**src/rtl/crossbar_pkg.sv**
```systemverilog
// Shared types and width helpers for the stream crossbar (switch and arbiter unit).
package crossbar_pkg;

    typedef enum logic {
        StIdle = 1'b0,
        StBusy = 1'b1
    } lock_state_e;

    // Index width that never collapses to zero bits for a single-port configuration.
    function automatic int unsigned idx_width(input int unsigned count);
        return (count > 1) ? $clog2(count) : 1;
    endfunction

endpackage

```
**src/rtl/stream_reg_slice.sv**
```systemverilog
// Single-entry valid/ready output register carrying one beat (data, last, id).
module stream_reg_slice #(
    parameter int unsigned DataWidth = 8,
    parameter int unsigned IdWidth   = 1
) (
    input  logic                 clk,
    input  logic                 rst_n,
    input  logic                 load,
    input  logic [DataWidth-1:0] in_data,
    input  logic                 in_last,
    input  logic [IdWidth-1:0]   in_id,
    input  logic                 out_ready,
    output logic                 slot_free,
    output logic                 out_valid,
    output logic [DataWidth-1:0] out_data,
    output logic                 out_last,
    output logic [IdWidth-1:0]   out_id
);

    logic                 valid_q;
    logic [DataWidth-1:0] data_q;
    logic                 last_q;
    logic [IdWidth-1:0]   id_q;

    // The slot can take a new beat when empty or when its current beat leaves this cycle.
    assign slot_free = !valid_q || out_ready;

    always_ff @(posedge clk or negedge rst_n) begin
        if (!rst_n) begin
            valid_q <= 1'b0;
            data_q  <= '0;
            last_q  <= 1'b0;
            id_q    <= '0;
        end else if (load) begin
            valid_q <= 1'b1;
            data_q  <= in_data;
            last_q  <= in_last;
            id_q    <= in_id;
        end else if (out_ready) begin
            valid_q <= 1'b0;
        end
    end

    assign out_valid = valid_q;
    assign out_data  = data_q;
    assign out_last  = last_q;
    assign out_id    = id_q;

endmodule

```
**src/rtl/crossbar_switch.sv**
```systemverilog
// Crossbar data path: per-master packet lock onto the granted slave, input mux,
// and registered master-side outputs.
module crossbar_switch
    import crossbar_pkg::*;
#(
    parameter int unsigned T_DATA_WIDTH = 8,
    parameter int unsigned S_DATA_COUNT = 2,
    parameter int unsigned M_DATA_COUNT = 3,
    localparam int unsigned T_ID___WIDTH = idx_width(S_DATA_COUNT),
    localparam int unsigned T_DEST_WIDTH = idx_width(M_DATA_COUNT)
) (
    input  logic                                        clk_i,
    input  logic                                        rst_in,
    input  logic [S_DATA_COUNT-1:0][T_DATA_WIDTH-1:0]   s_data_i,
    input  logic [S_DATA_COUNT-1:0][T_DEST_WIDTH-1:0]   s_dest_i,
    input  logic [S_DATA_COUNT-1:0]                     s_last_i,
    input  logic [S_DATA_COUNT-1:0]                     s_valid_i,
    output logic [S_DATA_COUNT-1:0]                     s_ready_o,
    input  logic [M_DATA_COUNT-1:0][T_ID___WIDTH-1:0]   grant_i,
    input  logic [M_DATA_COUNT-1:0]                     grant_valid_i,
    output logic [M_DATA_COUNT-1:0][T_DATA_WIDTH-1:0]   m_data_o,
    output logic [M_DATA_COUNT-1:0][T_ID___WIDTH-1:0]   m_id_o,
    output logic [M_DATA_COUNT-1:0]                     m_last_o,
    output logic [M_DATA_COUNT-1:0]                     m_valid_o,
    input  logic [M_DATA_COUNT-1:0]                     m_ready_i
);

    lock_state_e             state_q [M_DATA_COUNT];
    lock_state_e             state_d [M_DATA_COUNT];
    logic [T_ID___WIDTH-1:0] lock_q  [M_DATA_COUNT];
    logic [T_ID___WIDTH-1:0] lock_d  [M_DATA_COUNT];

    logic [M_DATA_COUNT-1:0]                   slot_free;
    logic [M_DATA_COUNT-1:0]                   load;
    logic [M_DATA_COUNT-1:0][T_DATA_WIDTH-1:0] ld_data;
    logic [M_DATA_COUNT-1:0]                   ld_last;
    logic [M_DATA_COUNT-1:0][T_ID___WIDTH-1:0] ld_id;

    always_ff @(posedge clk_i or negedge rst_in) begin
        if (!rst_in) begin
            for (int m = 0; m < M_DATA_COUNT; m++) begin
                state_q[m] <= StIdle;
                lock_q[m]  <= '0;
            end
        end else begin
            for (int m = 0; m < M_DATA_COUNT; m++) begin
                state_q[m] <= state_d[m];
                lock_q[m]  <= lock_d[m];
            end
        end
    end

    // Out-of-range grants match no slave index and so never lock.
    always_comb begin
        s_ready_o = '0;
        load      = '0;
        ld_data   = '0;
        ld_last   = '0;
        ld_id     = '0;
        for (int m = 0; m < M_DATA_COUNT; m++) begin
            state_d[m] = state_q[m];
            lock_d[m]  = lock_q[m];
            for (int j = 0; j < S_DATA_COUNT; j++) begin
                if (state_q[m] == StIdle) begin
                    if (grant_valid_i[m] && grant_i[m] == T_ID___WIDTH'(j) && s_valid_i[j]
                        && s_dest_i[j] == T_DEST_WIDTH'(m)) begin
                        state_d[m] = StBusy;
                        lock_d[m]  = T_ID___WIDTH'(j);
                    end
                end else if (lock_q[m] == T_ID___WIDTH'(j)) begin
                    // While locked, s_dest_i is ignored: beats follow the lock, not the dest.
                    s_ready_o[j] = s_ready_o[j] | slot_free[m];
                    if (s_valid_i[j] && slot_free[m]) begin
                        load[m]    = 1'b1;
                        ld_data[m] = s_data_i[j];
                        ld_last[m] = s_last_i[j];
                        ld_id[m]   = T_ID___WIDTH'(j);
                        if (s_last_i[j]) begin
                            state_d[m] = StIdle;
                        end
                    end
                end
            end
        end
    end

    for (genvar m = 0; m < M_DATA_COUNT; m++) begin : g_out
        stream_reg_slice #(
            .DataWidth(T_DATA_WIDTH),
            .IdWidth  (T_ID___WIDTH)
        ) u_slice (
            .clk      (clk_i),
            .rst_n    (rst_in),
            .load     (load[m]),
            .in_data  (ld_data[m]),
            .in_last  (ld_last[m]),
            .in_id    (ld_id[m]),
            .out_ready(m_ready_i[m]),
            .slot_free(slot_free[m]),
            .out_valid(m_valid_o[m]),
            .out_data (m_data_o[m]),
            .out_last (m_last_o[m]),
            .out_id   (m_id_o[m])
        );
    end

endmodule

```
**config.mk**
```make
export PLATFORM = sky130hd
export DESIGN_NAME = crossbar_switch
export DESIGN_NICKNAME = d
export VERILOG_FILES = /design/src/rtl/crossbar_pkg.sv /design/src/rtl/stream_reg_slice.sv /design/src/rtl/crossbar_switch.sv
export SDC_FILE = /design/constraint.sdc
export NUM_CORES = 1
export LEC_CHECK = 0
export ABC_CLOCK_PERIOD_IN_PS = 1800
export CORE_MARGIN = 1.5
export CORE_UTILIZATION = 40
export DETAILED_ROUTE_END_ITERATION = 7
export DONT_BUFFER_PORTS = 1
export PLACE_DENSITY_LB_ADDON = 0.12
export SLEW_MARGIN = 20
export SYNTH_ARGS = -nofsm -noshare
export SYNTH_HDL_FRONTEND = slang
export SYNTH_SLANG_ARGS = --single-unit
```
**constraint.sdc**
```tcl
create_clock -name clk_i -period 1.8 [get_ports clk_i]
set_input_delay 0.18 -clock clk_i [delete_from_list [all_inputs] [get_ports clk_i]]
set_output_delay 0.18 -clock clk_i [all_outputs]
set_load 0.05 [all_outputs]
```
==> results_dict.tcl, run 1 <==
set metrics [dict create \
    synth_top_cell_by_area "dfrtp_1" \
    hp-start "s_data_i[0]" \
    wire_per_inst_um 18.9 \
    synthCells 198 \
    synth-seq-cells 39 \
    grt_overflow_total 0 \
    syn2layout_area_growth_pct 7.36 \
    clock-sinks 39 \
    vias_per_cell 5.80 \
    max-vdd-ir-drop_mv 1.17 \
    crit_family "simple AND/OR/NAND/NOR gates" \
    p_leak_uw 0.00102 \
    core_um2 4850 \
    critPathArrivalTime_ns 1.51 \
    grt_setup_unrepaired "no" \
    rows 25 \
    io_buffers 0 \
    syn_avg_cell_area_um2 10.4 \
    drv_slew 0 \
    critical-path-max-stage-delay_ns 0.38 \
    cp_max_fo 7 \
    fin_skew_ns 0.00564 \
    synthDistinctLibCells 34 \
    post_cts_buffers 0 \
    vias 1502 \
    drt_pass1_iterations 4 \
    status "finished, final reports clean" \
    fin_tns_setup_ns 0 \
    fillCellCount 479 \
    worst_setup_path_end_kind "output port" \
    nets 226 \
    crit_path_cell_trace "nand2b_1 > and2_4 > a22oi_1 > nand2_1 > buf_4" \
    setup_viol_count_final 0 \
    ys_seq_area_share_pct 47.5 \
    synth_common_cells "39 x dfrtp_1, 20 x nand2_1, 17 x a22o_1, 17 x mux2_2, 11 x o21ai_0" \
    dieArea_um2 5580 \
    dp_hpwl_um 3680 \
    stdcell_area_um2 2210 \
    hold_violations 0 \
    io_pins 70 \
    reg2reg_from "lock_q[1]" \
    drcViolationCount 0 \
    fmax_ghz 0.593 \
    crit_type "reg2out" \
    cts-buffers-inserted 5 \
    initial_core_util_pct 42.4 \
    max_slew_margin_pct 66.1 \
    totalWireLength_um 4890 \
    power.density_nw_per_um2 2260 \
    synth_area_um2 2060 \
    die_x_um 74.7 \
    ys_top_cells_by_area "dfrtp_1 47%, mux2_2 9.3%, a22o_1 7.2%, buf_4 3.7%, nand2_1 3.7%" \
    antenna_cells 0 \
    h-tree-depth 2 \
    yosys_warnings 0 \
    cap_violations 0 \
    drt_iter0_drc 64 \
    place.gp.congestion 0.817 \
    cts_tree "yes" \
    grt_pass1_vias 1562 \
    grt_max_degree 40 \
    grt_pass1_wl_um 7680 \
    die-height_um 74.7 \
    antenna_found_initial 0 \
    cts_root_buf "clkbuf_8" \
    startpoint_type "flip-flop" \
    worstPathRequired_ns 1.62 \
    synth-edff-count 0 \
    clk_latency_ns 0.29 \
    hp-class "in2reg" \
    worst_slew_pin_slew_ns 0.509 \
    clockBufferDepth 2 \
    synthArstFlopShare_pct 100 \
    yosysTopAreaCellShare_pct 47.5 \
    antenna_left 0 \
    crit_path_top_delay_cell "dfrtp_1" \
    finalCriticalPeriod_ns 1.69 \
    clk_pin_slew_worst_paths_ns 0.07 \
    synth_flop_cell "dfrtp_1" \
    cp-startpoint "g_out[0].u_slice.out_valid" \
    cp_num_buf_inv 1 \
    place_area_um2 2060 \
    syn_nets 233 \
    grt_usage_pct 18.6 \
    drive_gt1_share_pct 21.9 \
    finalCritPeriodShare_pct 93.7 \
    yosysMostFrequentCell "dfrtp_1" \
]
[stage by stage]
step                      util, %  total power [uW]  hold WS [ns]  cells  setup slack, ns
after floorplan                 -              4010        -0.116    198            0.209
after global placement       42.4              4190        -0.115    249            0.300
after detailed placement     42.4              4240        -0.115    249            0.227
after CTS                    45.5              5030        0.0340    259           0.0538
after global routing         45.5              5260        0.0513    259           0.0154
final                        45.5              4980        0.0422    259            0.114
[kinds of logic after synthesis]
kind of cell	after synthesis	synth area share (%)
AND/OR/NAND/NOR	62	16.7
buffers and inverters	26	7.18
AO/OA/AOI/OAI	53	18.8
flip-flops	39	47.5
multiplexers	18	9.80
[cells in the final DEF (no fill, tap or decap), drive strengths merged, types with 4 or more instances in the layout]
master  synthesis  layout
mux2           17      17
dfrtp          39      39
nand3           9       9
nand4           4       4
and2            6       6
a22o           17      17
nor2            7       7
and3            4       4
a21oi           9       9
nand2          21      21
nand2b          4       4
buf            17       8
a22oi           8       8
clkbuf          6       6
o21ai          12      12
[worst paths after layout]
path	cells past startpoint	end	slack [ns]
max in group asynchronous	2	g_out[0].u_slice.out_data[5]	1.23
setup reg to reg	3	g_out[1].u_slice.out_data[3]	0.22
hold / removal	2	g_out[0].u_slice.out_data[0]	0.04
min in group asynchronous	2	g_out[0].u_slice.out_data[7]	0.38
hold reg to reg	2	g_out[2].u_slice.out_valid	0.55
setup / recovery	5	s_ready_o[1]	0.11
[timing repair]
action | CTS | global route
setup endpoints to repair | 1 | 2
hold endpoints to repair | 39 | 0
hold buffers | 2 | 0
gates resized for setup | 1 | 2
[cell type report]
type,count,area [um2],share of cell area [%]
Clock buffer,6,82.6,3.74
Timing Repair Buffer,9,82.6,3.74
Multi-Input combinational cell,133,936,42.4
Clock inverter,2,35.0,1.59
Sequential cell,39,976,44.2
Inverter,3,11.3,0.510
Tap cell,67,83.8,3.80
[routing by layer]
metal  part of all wire (%)  track usage [%]
met3                    9.3             7.10
met2                     49             30.7
met1                     40             21.9
met5                      0                0
met4                    2.3             7.68
[registers in the layout, indices dropped and copies added, names as in the netlist]
signal	count
g_out.u_slice.out_data	24
g_out.u_slice.out_id	3
g_out.u_slice.out_last	3
g_out.u_slice.out_valid	3
lock_q	3
state_q	3
[power by group]
group | leakage, uW | internal (uW) | switching (uW)
clock | 0.0000612 | 448 | 299
sequential | 0.000504 | 1260 | 1440
combinational | 0.000452 | 668 | 873
No activity file was read; power rests on OpenSTA's default activity.
==> run 2: changes to the inputs <==
Settings changed: CORE_MARGIN 1.5 to 5, SETUP_SLACK_MARGIN set to 0.4.
==> run 2 against run 1 <==
Effect of this change:
- non-clock buffer count rose by 14
- fmax rose by 14%
- count of clock-buffer cells in the layout did not move
- flip-flop and latch count did not move
- setup slack improved by 0.20 ns
- via count rose by 7.4%
- power rose by 5.0%
- critical path type unchanged
- largest power group unchanged
==> results_dict.tcl, run 2 (synthesis results as in run 1) <==
set metrics [dict create \
    p_leak_uw 0.00109 \
    drt_pass1_iterations 4 \
    clock-sinks 39 \
    max-vdd-ir-drop_mv 0.994 \
    cp-startpoint "g_out[2].u_slice.out_valid" \
    wire_per_inst_um 21.1 \
    final_cell_mix "36 x dfrtp_1, 19 x nand2_1, 17 x a22o_1" \
    rows 26 \
    rr_worst_depth 4 \
    hold_violations 0 \
    cap_violations 0 \
    h-tree-depth 2 \
    setup_viol_count_final 0 \
    fmax_ghz 0.674 \
    crit_type "reg2out" \
    initial_core_util_pct 40.8 \
    final_common_cell "dfrtp_1" \
    rrSetupSlack_ns 0.38 \
    hp-class "in2reg" \
    io_buffers 0 \
    clockBufferDepth 2 \
    finalCriticalPeriod_ns 1.48 \
    die_x_um 81.7 \
    status "finished, final reports clean" \
    startpoint_type "flip-flop" \
    core_um2 5040 \
    die-height_um 81.7 \
    vias_per_cell 5.78 \
    endpoint "s_ready_o[1]" \
    critPathArrivalTime_ns 1.30 \
    fin_skew_ns 0.00441 \
    vias 1613 \
    grt_max_degree 40 \
    cts_tree "yes" \
    antenna_left 0 \
    fin_tns_setup_ns 0 \
    cts_root_buf "clkbuf_8" \
    cp_max_fo 4 \
    dp_slack_ns 0.283 \
    worst_slew_pin_slew_ns 0.523 \
    drv_slew 0 \
    finalCritPeriodShare_pct 82.4 \
    timing.hold.ws_ns 0.0403 \
    place.gp.congestion 0.740 \
    stdcell_count 279 \
    crit_family "simple AND/OR/NAND/NOR gates" \
    worst_setup_path_end_kind "output port" \
    drcViolationCount 0 \
    grt_overflow_total 0 \
    power.density_nw_per_um2 2210 \
    p_total_uw 5230 \
    drive_gt1_share_pct 34.0 \
    r2r_end "g_out[2].u_slice.out_data[5]" \
    largest_reg_flops 24 \
    crit_path_top_delay_cell "dfrtp_1" \
    critical-path-max-stage-delay_ns 0.39 \
    dieArea_um2 6670 \
    syn2layout_area_growth_pct 15.3 \
    cp_num_buf_inv 0 \
    grt_pass1_vias 1626 \
    cp.depth 4 \
    clk_pin_slew_worst_paths_ns 0.08 \
    crit_path_cell_trace "nand2b_4 > and2_4 > a22oi_2 > nand2_4" \
    antenna_cells 0 \
    dp_hpwl_um 4010 \
    placed_cells 252 \
    worstPathRequired_ns 1.62 \
    totalWireLength_um 5890 \
    grt_pass1_wl_um 8740 \
    cts-buffers-inserted 5 \
    io_pins 70 \
    max_slew_margin_pct 65.1 \
    nets 243 \
    antenna_found_initial 0 \
    fin_ws_ns 0.316 \
    grt_usage_pct 17.8 \
    clk_latency_ns 0.29 \
    fillCellCount 481 \
    reg2reg_from "lock_q[0]" \
    drt_iter0_drc 109 \
    grt_setup_unrepaired "yes" \
]
==> run 2: repair_timing <==
action | CTS | global route
hold buffers | 2 | 0
gates cloned | 1 | 4
setup buffers | 8 | 4
pin swaps | 3 | 4
setup endpoints to repair | 26 | 26
gates resized for setup | 18 | 7
hold endpoints to repair | 39 | 0
==> run 2: layer usage <==
| metal | wire length [um] | up-vias | track usage (%) |
|---|---|---|---|
| met1 | 2330 | 813 | 21.5 |
| met4 | 68 | 0 | 5.48 |
| met5 | 0 | - | 0 |
| li1 | - | 733 | - |
| met3 | 528 | 6 | 6.14 |
| met2 | 2960 | 61 | 30.0 |
==> run 2: worst min-delay path by stage <==
stage / start / to / slack [ns] / depth (start not counted)
after global routing: s_data_i[0] / g_out[0].u_slice.out_data[0] / 0.04 / 2
after CTS: s_data_i[0] / g_out[0].u_slice.out_data[0] / 0.04 / 2
final: s_valid_i[1] / g_out[0].u_slice.out_data[7] / 0.04 / 2
after detailed placement: rst_in / g_out[0].u_slice.out_last / -0.11 / 0
after global placement: rst_in / g_out[0].u_slice.out_last / -0.11 / 0
after floorplan: rst_in / g_out[0].u_slice.out_data[0] / -0.12 / 0
==> run 2: worst register-to-register path, stage by stage, from the launching register on <==
cell	delay, ns
dfrtp_2	0.46
and2_4	0.18
and2_4	0.16
a22o_1	0.24
mux2_2	0.26
==> run 2: where the power goes <==
group / switching (uW) / internal, uW
Clock: 314 / 271
Combinational: 1030 / 886
Sequential: 1470 / 1260
Total: 2810 / 2420
==> run 2: final cells by class <==
cell class                      count  area, um2  area share (%)
Clock buffer                        6       72.6            3.06
Clock inverter                      2       12.5           0.528
Inverter                            3       11.3           0.475
Multi-Input combinational cell    136       1020            43.0
Sequential cell                    39        980            41.3
Tap cell                           70       87.6            3.69
Timing Repair Buffer               23        189            7.97
==> run 2: per-stage QoR <==
stage	area, um2	util, %
5_1_grt	2370	47.0
2_1_floorplan	2070	-
6_report	2370	47.0
4_1_cts	2290	45.5
3_3_place_gp	2070	41.1
3_5_place_dp	2070	41.1
==> run 3: changes to the inputs <==
Settings changed: ABC_CLOCK_PERIOD_IN_PS 1800 to 1500.
Clock period 1.8 ns to 1.5 ns, I/O delays scaled along.
==> run 3 against run 2 <==
Effect of this change:
- via count rose by 5.8%
- power rose by 43%
- die area unchanged
- flip-flop and latch count stayed put
- critical path depth stayed put
- register-to-register slack lost 0.31 ns
- first-iteration DRC count is 25% lower
- critical path type unchanged
- largest cell class unchanged
==> results_dict.tcl, run 3 (synthesis results as in run 1) <==
set metrics [dict create \
    final_cell_mix "30 x buf_4, 22 x dfrtp_1, 17 x a22o_1, 17 x dfrtp_2, 16 x nand2_1" \
    p_leak_uw 0.00129 \
    place.gp.congestion 0.836 \
    fillCellCount 431 \
    io_buffers 0 \
    startpoint_type "flip-flop" \
    crit_path_cell_trace "nand2b_4 > and2_4 > a22oi_2 > nand2_4" \
    antenna_left 0 \
    cp_num_buf_inv 0 \
    drcViolationCount 0 \
    grt_overflow_total 0 \
    initial_core_util_pct 40.8 \
    place_area_um2 2300 \
    stdcell_count 300 \
    whs_endpoint "g_out[0].u_slice.out_id" \
    power.density_nw_per_um2 2640 \
    final_util_pct 56.1 \
    antenna_found_initial 0 \
    drv_slew 0 \
    cap_violations 0 \
    p_total_uw 7470 \
    placed_cells 268 \
    clock-sinks 39 \
    finalCritPeriodShare_pct 95.3 \
    grt_usage_pct 18.7 \
    vias 1706 \
    hp-class "in2reg" \
    fmax_ghz 0.699 \
    grt_pass1_wl_um 9350 \
    r2r_end "g_out[2].u_slice.out_data[1]" \
    crit_family "simple AND/OR/NAND/NOR gates" \
    max-vdd-ir-drop_mv 1.16 \
    dieArea_um2 6670 \
    critPathArrivalTime_ns 1.28 \
    rows 26 \
    cp_max_fo 4 \
    final_common_cell "buf_4" \
    reg2reg_from "g_out[2].u_slice.out_valid" \
    hp-start "s_valid_i[1]" \
    rrSetupSlack_ns 0.07 \
    io_pins 70 \
    clk_latency_ns 0.28 \
    drt_pass1_iterations 4 \
    largest_reg_flops 24 \
    cts_root_buf "clkbuf_8" \
    max_slew_margin_pct 77.7 \
    worst_slew_pin_slew_ns 0.333 \
    nets 264 \
    grt_pass1_vias 1779 \
    cts-buffers-inserted 5 \
    hold_depth 2 \
    crit_type "reg2out" \
    critical-path-max-stage-delay_ns 0.39 \
    worstPathRequired_ns 1.35 \
    cts_tree "yes" \
    status "finished, final reports clean" \
    wire_per_inst_um 20.0 \
    hold_violations 0 \
    rr_worst_depth 5 \
    clk_pin_slew_worst_paths_ns 0.08 \
    syn2layout_area_growth_pct 37.7 \
    crit_path_top_delay_cell "dfrtp_1" \
    fin_skew_ns 0.00682 \
    totalWireLength_um 6010 \
    grt_max_degree 40 \
    vias_per_cell 5.69 \
    die-height_um 81.7 \
    finalCriticalPeriod_ns 1.43 \
    dp_hpwl_um 4170 \
    fin_tns_setup_ns 0 \
    setup_viol_count_final 0 \
    worst_setup_path_end_kind "output port" \
    drive_gt1_share_pct 55.7 \
    core_um2 5040 \
    die_x_um 81.7 \
    drt_iter0_drc 82 \
    cp.depth 4 \
    h-tree-depth 2 \
    antenna_cells 0 \
    clockBufferDepth 2 \
    stdcell_area_um2 2830 \
    grt_setup_unrepaired "yes" \
]
==> run 3: worst reg2reg max path: stages, from the launching register on <==
cell	delay, ns
dfrtp_1	0.39
nand2b_4	0.06
and2_4	0.18
buf_4	0.16
a32o_1	0.27
mux2_2	0.26
==> run 3: worst max path at each step <==
stage                               startpoint                            to  slack, ns
finish              g_out[2].u_slice.out_valid                  s_ready_o[1]       0.07
global route        g_out[1].u_slice.out_valid                  s_ready_o[0]      0.009
CTS                 g_out[2].u_slice.out_valid                  s_ready_o[1]       0.05
detailed placement                   lock_q[0]  g_out[2].u_slice.out_data[4]       0.10
global placement                     lock_q[0]  g_out[2].u_slice.out_data[4]       0.12
floorplan                            lock_q[0]  g_out[2].u_slice.out_data[0]       0.12
==> run 3: area by class of cell <==
| cell class | instances | area (um2) | area share, % |
|---|---|---|---|
| Timing Repair Buffer | 44 | 399 | 14.1 |
| Tap cell | 70 | 87.6 | 3.09 |
| Multi-Input combinational cell | 136 | 1220 | 43.0 |
| Clock buffer | 6 | 82.6 | 2.92 |
| Clock inverter | 2 | 35.0 | 1.24 |
| Sequential cell | 39 | 997 | 35.2 |
| Inverter | 3 | 11.3 | 0.398 |
==> run 3: timing repair <==
item                                    4_1_cts  5_1_grt
hold endpoints to repair                     39        0
gates cloned                                  3        0
pin swaps                                     8       26
hold buffers                                  2        0
endpoints found under the setup margin       45       46
setup buffers                                14        5
resized for setup                            41       25
==> run 3: metal layers <==
metal / routed length, um / up-vias / track usage (%)
met3: 542 / 17 / 7.89
met2: 2960 / 75 / 29.9
met4: 144 / 0 / 6.31
met5: 0 / - / 0
li1: - / 776 / -
met1: 2360 / 838 / 22.7
==> run 3: stage by stage <==
stage | setup slack (ns) | hold WS [ns]
finish | 0.0698 | 0.0241
global route | 0.00903 | 0.0159
CTS | 0.0496 | 0.00276
detailed placement | 0.103 | -0.144
global placement | 0.124 | -0.144
floorplan | 0.119 | -0.146
==> run 3: where the power goes <==
group	switching, uW	internal, uW
logic	2210	1750
registers	1050	1570
clock network	359	538
total	3620	3860
